==> src/rtl/imm_pkg.sv <==
// imm_pkg: immediate-select encodings, widths and FIFO entry layout
package imm_pkg;
    localparam int XLEN = 32;
    localparam int TAG_W = 5;
    localparam logic [2:0] IMM_I = 3'b000;
    localparam logic [2:0] IMM_S = 3'b001;
    localparam logic [2:0] IMM_B = 3'b010;
    localparam logic [2:0] IMM_U = 3'b011;
    localparam logic [2:0] IMM_J = 3'b100;
    typedef struct packed {
        logic [XLEN-1:0]  imm;
        logic             illegal;
        logic [TAG_W-1:0] tag;
    } entry_t;
endpackage

==> src/rtl/imm_gen_core.sv <==
// imm_gen_core: combinational RV32 immediate former
module imm_gen_core
    import imm_pkg::*;
(
    input  logic [XLEN-1:0] instr,
    input  logic [2:0]      imm_sel,
    output logic [XLEN-1:0] imm,
    output logic            illegal
);
    always_comb begin
        imm = '0;
        illegal = 1'b0;
        case (imm_sel)
            IMM_I: imm = {{20{instr[31]}}, instr[31:20]};
            IMM_S: imm = {{20{instr[31]}}, instr[31:25], instr[11:7]};
            IMM_B: imm = {{19{instr[31]}}, instr[31], instr[7], instr[30:25], instr[11:8], 1'b0};
            IMM_U: imm = {instr[31:12], 12'h000};
            IMM_J: imm = {{11{instr[31]}}, instr[31], instr[19:12], instr[20], instr[30:21], 1'b0};
            default: illegal = 1'b1;
        endcase
    end
endmodule

==> src/rtl/imm_gen_stage.sv <==
// imm_gen_stage: immediate decode into a 2-entry FIFO with handshakes and illegal-select counter
module imm_gen_stage
    import imm_pkg::*;
(
    input  logic             clk,
    input  logic             rst_n,
    input  logic             flush,
    input  logic             in_valid,
    output logic             in_ready,
    input  logic [XLEN-1:0]  instr,
    input  logic [2:0]       imm_sel,
    input  logic [TAG_W-1:0] in_tag,
    output logic             out_valid,
    input  logic             out_ready,
    output logic [XLEN-1:0]  imm,
    output logic             out_illegal,
    output logic [TAG_W-1:0] out_tag,
    output logic [7:0]       illegal_cnt
);
    logic [1:0]      count;
    logic            wptr, rptr;
    entry_t          mem [2];
    logic [XLEN-1:0] dec_imm;
    logic            dec_illegal;
    logic            push, pop;

    imm_gen_core u_core (
        .instr   (instr),
        .imm_sel (imm_sel),
        .imm     (dec_imm),
        .illegal (dec_illegal)
    );

    // in_ready depends only on count, so out_ready never reaches it combinationally
    assign in_ready    = count != 2'd2;
    assign out_valid   = count != 2'd0;
    assign push        = in_valid & in_ready & ~flush;
    assign pop         = out_valid & out_ready & ~flush;
    assign imm         = mem[rptr].imm;
    assign out_illegal = mem[rptr].illegal;
    assign out_tag     = mem[rptr].tag;

    always_ff @(posedge clk) begin
        if (!rst_n) begin
            count <= 2'd0;
            wptr <= 1'b0;
            rptr <= 1'b0;
            illegal_cnt <= 8'd0;
        end else begin
            if (flush) begin
                count <= 2'd0;
                wptr <= 1'b0;
                rptr <= 1'b0;
            end else begin
                count <= count + {1'b0, push} - {1'b0, pop};
                wptr <= wptr ^ push;
                rptr <= rptr ^ pop;
            end
            if (push && dec_illegal && illegal_cnt != 8'hFF)
                illegal_cnt <= illegal_cnt + 8'd1;
        end
    end

    always_ff @(posedge clk) begin
        if (push)
            mem[wptr] <= '{imm: dec_imm, illegal: dec_illegal, tag: in_tag};
    end
endmodule

==> config.mk <==
export PLATFORM = sky130hd
export DESIGN_NAME = imm_gen_stage
export DESIGN_NICKNAME = d
export VERILOG_FILES = /design/src/rtl/imm_pkg.sv /design/src/rtl/imm_gen_core.sv /design/src/rtl/imm_gen_stage.sv
export SDC_FILE = /design/constraint.sdc
export NUM_CORES = 1
export LEC_CHECK = 0
export CAP_MARGIN = 0
export CORE_MARGIN = 3
export CORE_UTILIZATION = 35
export DETAILED_ROUTE_END_ITERATION = 16
export GPL_TIMING_DRIVEN = 0
export HOLD_SLACK_MARGIN = 0.15
export PLACE_DENSITY_LB_ADDON = 0.2
export SYNTH_ARGS = -nofsm -noshare
export SYNTH_HDL_FRONTEND = slang
export SYNTH_HIERARCHICAL = 1
export SYNTH_SLANG_ARGS = --single-unit
==> constraint.sdc <==
create_clock -name clk -period 3.8 [get_ports clk]
set_input_delay 0.95 -clock clk [delete_from_list [all_inputs] [get_ports clk]]
set_output_delay 0.95 -clock clk [all_outputs]
set_load 0.01 [all_outputs]
Word level (Yosys, flattened, before mapping):

Memory sizes are Yosys's and may differ from the RTL's. A register that Yosys moved wholly into a read port is not among the register bits.
Cells that the tools add are included.

* bits in registers: 12
* bits in latches: 0
* memory bits (writable): 76
* ROM bits: 0
* bits of input ports: 45
* output and inout port bits: 48
* logic and storage cells: 33
* memories: 1

* add/sub/neg operators: 3
* $mul: 0
* divide/modulo/power cells: 0
* $lt $le $gt $ge: 0
* equal/unequal tests: 6
* shift-type cells: 0
* mux-type cells: 5
* bitwise logic cells: 8
* reduce and logical (&&, ||, !) cells: 6

Memory list
* mem: depth 2, width 38, rd ports 1, clocked after Yosys merged registers in 1, wr ports 1, RTL line imm_gen_stage.sv:22 `entry_t mem [2];`

Operator list (number)
* $pmux W32 S5: 1
* $add A8 B1 Y8 const B: 1
* $ne A8 B8 Y1 const B: 1
* $eq A3 B2 Y1 const B: 2
* $reduce_or A5 Y1: 1
* $and A1 B1 Y1: 4
* $mux W1: 4
* $eq A3 B1 Y1 const B: 1
* $eq A3 B3 Y1 const B: 1
* $logic_not A3 Y1: 1
* $add A2 B1 Y2: 1
* $logic_and A1 B1 Y1: 2
* $ne A2 B2 Y1 const B: 1
* $not A1 Y1: 2
* $reduce_bool A2 Y1: 1
* $reduce_or A2 Y1: 1
* $sub A2 B1 Y2: 1
* $xor A1 B1 Y1: 2

Longest topological paths before layout:

* word-level depth: 5
* gate-level depth with buffers: 7
* depth with buffers taken out: 7

By module:

The synthesis kept the hierarchy.

Modules (own cells, without submodules)
* imm_gen_stage: times used 1, cells an instance 191, area each 3380.7 um2, seq. area each 2522.4 um2
* imm_gen_core: times used 1, cells an instance 94, area each 545.5 um2, seq. area each 0.0 um2

Worst setup path before layout:

Ideal clock, no wire load.

* kind: input -> register
* from: input flush
* to: memory mem[0][0] (netlist bit), enable pin
* library setup time: 0.399 ns
* arrival time: 2.316 ns
* data required time: 3.401 ns
* slack: 1.085 ns
* stages: 3
* buffers on the path: 0
* cells stage by stage: and2b_2 and2_2 ha_1

* word-level cells in the longest chain between the ends: 4

Ends and longest elaborated chain
* start, declared: RTL line imm_gen_stage.sv:7 `input logic flush,`
* $not A1 Y1: RTL line imm_gen_stage.sv:37 `assign push = in_valid & in_ready & ~flush;`
* $and A1 B1 Y1: RTL line imm_gen_stage.sv:37
* $mux W1: RTL line imm_gen_stage.sv:65 `if (push)`
* $mux W1 (implied by the code): RTL line imm_gen_stage.sv:66 `mem[wptr] <= '{imm: dec_imm, illegal: dec_illegal, tag: in_tag};`
* end, declared: RTL line imm_gen_stage.sv:22

Every way passes these cells.

==> summary.md <==
| Metric | Value |
|---|---|
| Status | `finished clean` |
| Clock root cell | `clkbuf_8` |
| RSZ-0062 raised after global routing | `no` |
| Sequential share of the synthesized area | `64.2%` |
| Final hold violations | `0` |
| Hold Slack | `502 ps` |
| # IOs | `93` |
| DR vias/cell | `4.83` |
| Crit path kind | `reg2out` |
| Crit end category | `primary output` |
| Post-synth EDFFs | `76` |
| Fmax | `317 MHz` |
| Slowest Stage Delay on Critical Path | `500 ps` |
| Main flop type after synthesis | `edfxtp_1` |
| Crit path DAT | `2210 ps` |
| Via count | `2535` |
| Mux share of post-synthesis cell area | `13.3%` |
| Hpwl dp | `5860 um` |
| Cell Pwr Density | `388 mW/mm^2` |
| CTS Buffer Depth | `2` |
| Initial DRC count | `123` |
| Setup bufs post-CTS | `0` |
| Startpoint Class | `flop` |
| # DRC | `0` |
| Layout Nets | `428` |
| Largest family of logic cells by synthesized area | `multiplexers` |
| Placer Congestion | `0.779` |
| Critical-path top delay cell | `clkdlybuf4s50_1` |
| Post-synthesis instance area | `0.00393 sq mm` |
| Seq cells post-synth | `88` |
| Die width | `112 um` |
| Post-Synth XOR/XNOR Area | `0.446%` |
| # diodes | `0` |
| Clock latency on the worst-skew pair | `360 ps` |
| Critical path's top delay family | `buffers and inverters` |
| Fin worst setup slack | `644 ps` |
| Reg clk slew, reported paths | `80 ps` |
| Pre-CTS WS | `737 ps` |
| Fraction of the mapped netlist area in compound gates | `7.07%` |
| CTS tree | `done` |
| Register area | `0.00252 sq mm` |
| Antenna Nets Post-Route | `0` |
| Post-route cell area | `0.00517 sq mm` |
| P&R area growth vs syn | `31.7%` |
| Antenna violations before repair | `0` |
| Netlist cell types | `44` |
| Crit path time final | `3160 ps` |
| Pin count of the biggest net entering global routing | `39` |
| CORE AREA | `0.0109 sq mm` |
| Post-Synth Adder-Cell Area | `1.24%` |
| Most frequent cells in the layout | `clkdlybuf4s50_1, edfxtp_1, mux2_2, nand2_1, a21oi_1` |
| Worst-margin pin slew | `991 ps` |
| Crit share post-route | `83.0%` |
| Synthesized Nets | `333` |
| Num rows | `38` |
| Bufs and invs on worst path | `3` |
| Die area | `0.0125 sq mm` |
| Num CTS Buffers | `9` |
| GRT overflow | `0` |
| Max FO, Critical Path | `10` |
| Final WL | `8380 um` |
| # clock sinks | `88` |
| Worst min-delay path class | `reg2reg` |
| Worst Skew | `6.98 ps` |
| Yosys warning total | `6` |
| Mapped Avg Cell Area | `13.8 sq um` |
| Async S/R FF share, synth | `0%` |
| Die H | `112 um` |
| Area of the multi-input gates | `0.00127 sq mm` |
| CP most frequent cell | `buf_2` |
| Max-cap violations | `0` |
| Hold Buf Count CTS | `0` |
| Fillers | `980` |
| Simple-gate area share of the yosys netlist | `10.3%` |
| Data required time of the worst path | `2850 ps` |
| GRT Util Overall | `13.8%` |
| VDD IR max | `0.000152 V` |
| H-tree depth | `3` |
| Initial Util | `36.1%` |
| Area post-placement | `0.00496 sq mm` |
| Setup violation total in the final timing report | `0` |
| First-pass iteration count of the detailed router | `4` |
| Vias in the first global route | `2570` |
| IO Port Bufs | `83` |
| Crit-path cells | `buf_2 -> buf_2 -> mux2_2 -> clkdlybuf4s50_1` |
| Slew Limit Fails | `0` |
| # resized after CTS | `0` |
| Post-Synthesis Cells | `285` |
| Relative slew slack | `33.9%` |
| Most common cell after layout, fill and taps aside | `clkdlybuf4s50_1` |
| First-pass GRT wire length | `13400 um` |
| Layout cells sized above 1 | `20.0%` |
| Routed WL per cell | `16.0 um` |
| Leak | `1.81 nW` |
## flip-flops by register name, indices dropped and copies added (netlist names)
register / flops
mem: 76
rptr: 1
illegal_cnt: 8
wptr: 1
count: 2
## path summary, 6_finish.rpt
kind	start	end	slack [ps]	depth (start not counted)
max	rptr	imm[15]	640	4
min reg2reg	illegal_cnt[0]	illegal_cnt[0]	500	2
max reg2reg	count[0]	mem[1][19]	1870	3
min	illegal_cnt[0]	illegal_cnt[0]	500	2
## through the flow
stage / total power [mW] / setup TNS [ps] / std cells / util [%]
after floorplan: 1.22 / 0 / 285 / -
after global placement: 1.34 / -784 / 508 / 45.3
after detailed placement: 1.34 / 0 / 509 / 45.6
after CTS: 2.03 / 0 / 525 / 47.5
after global routing: 2.10 / 0 / 525 / 47.5
final: 2.01 / 0 / 525 / 47.5
## metal layers
metal  share of wire (%)  vias up  GRT usage, %
li1                    -     1250             -
met1                  44     1211          17.0
met3                 6.4       12          4.40
met5                   0        -             0
met2                  47       62          22.2
met4                 2.0        0          6.49
## synth_stat cells, drive strengths merged (6+ instances only)
cell / n / area (sq um)
buf: 10 / 77.6
nor2: 9 / 33.8
nand2b: 9 / 63.8
nand2: 27 / 101
edfxtp: 76 / 2280
inv: 9 / 33.8
dfxtp: 12 / 240
clkbuf: 6 / 22.5
a21oi: 20 / 100
nor2b: 8 / 50.1
mux2: 42 / 473
o22ai: 12 / 75.1
## cell type report
cell class                      count  area share, %
Timing Repair Buffer               84           16.6
Buffer                             16           1.94
Clock buffer                        9           2.39
Tap cell                          140           3.39
Inverter                            9          0.653
Clock inverter                      7           1.67
Sequential cell                    88           48.8
Multi-Input combinational cell    172           24.6
## power by group
part	leakage, nW	switching (mW)	internal [mW]	total (mW)
Combinational	0.896	0.104	0.125	0.229
Clock	0.106	0.323	0.364	0.687
Sequential	0.809	0.00610	1.08	1.09
Total	1.81	0.433	1.57	2.01
## logic make-up after synthesis
kind of cell             count (synthesis)
multiplexers                            47
adder cells (fa/ha/maj)                  4
AND/OR/NAND/NOR                         74
AO/OA/AOI/OAI                           45
flip-flops                              88
buffers and inverters                   25
XOR/XNOR                                 2
## tightest hold or removal path, delay by kind of cell (launching register included)
kind,cells,cell delay (ps)
flip-flops,1,340
multiplexers,1,50
AND/OR/NAND/NOR,1,60
No activity file was read; power rests on OpenSTA's default activity.
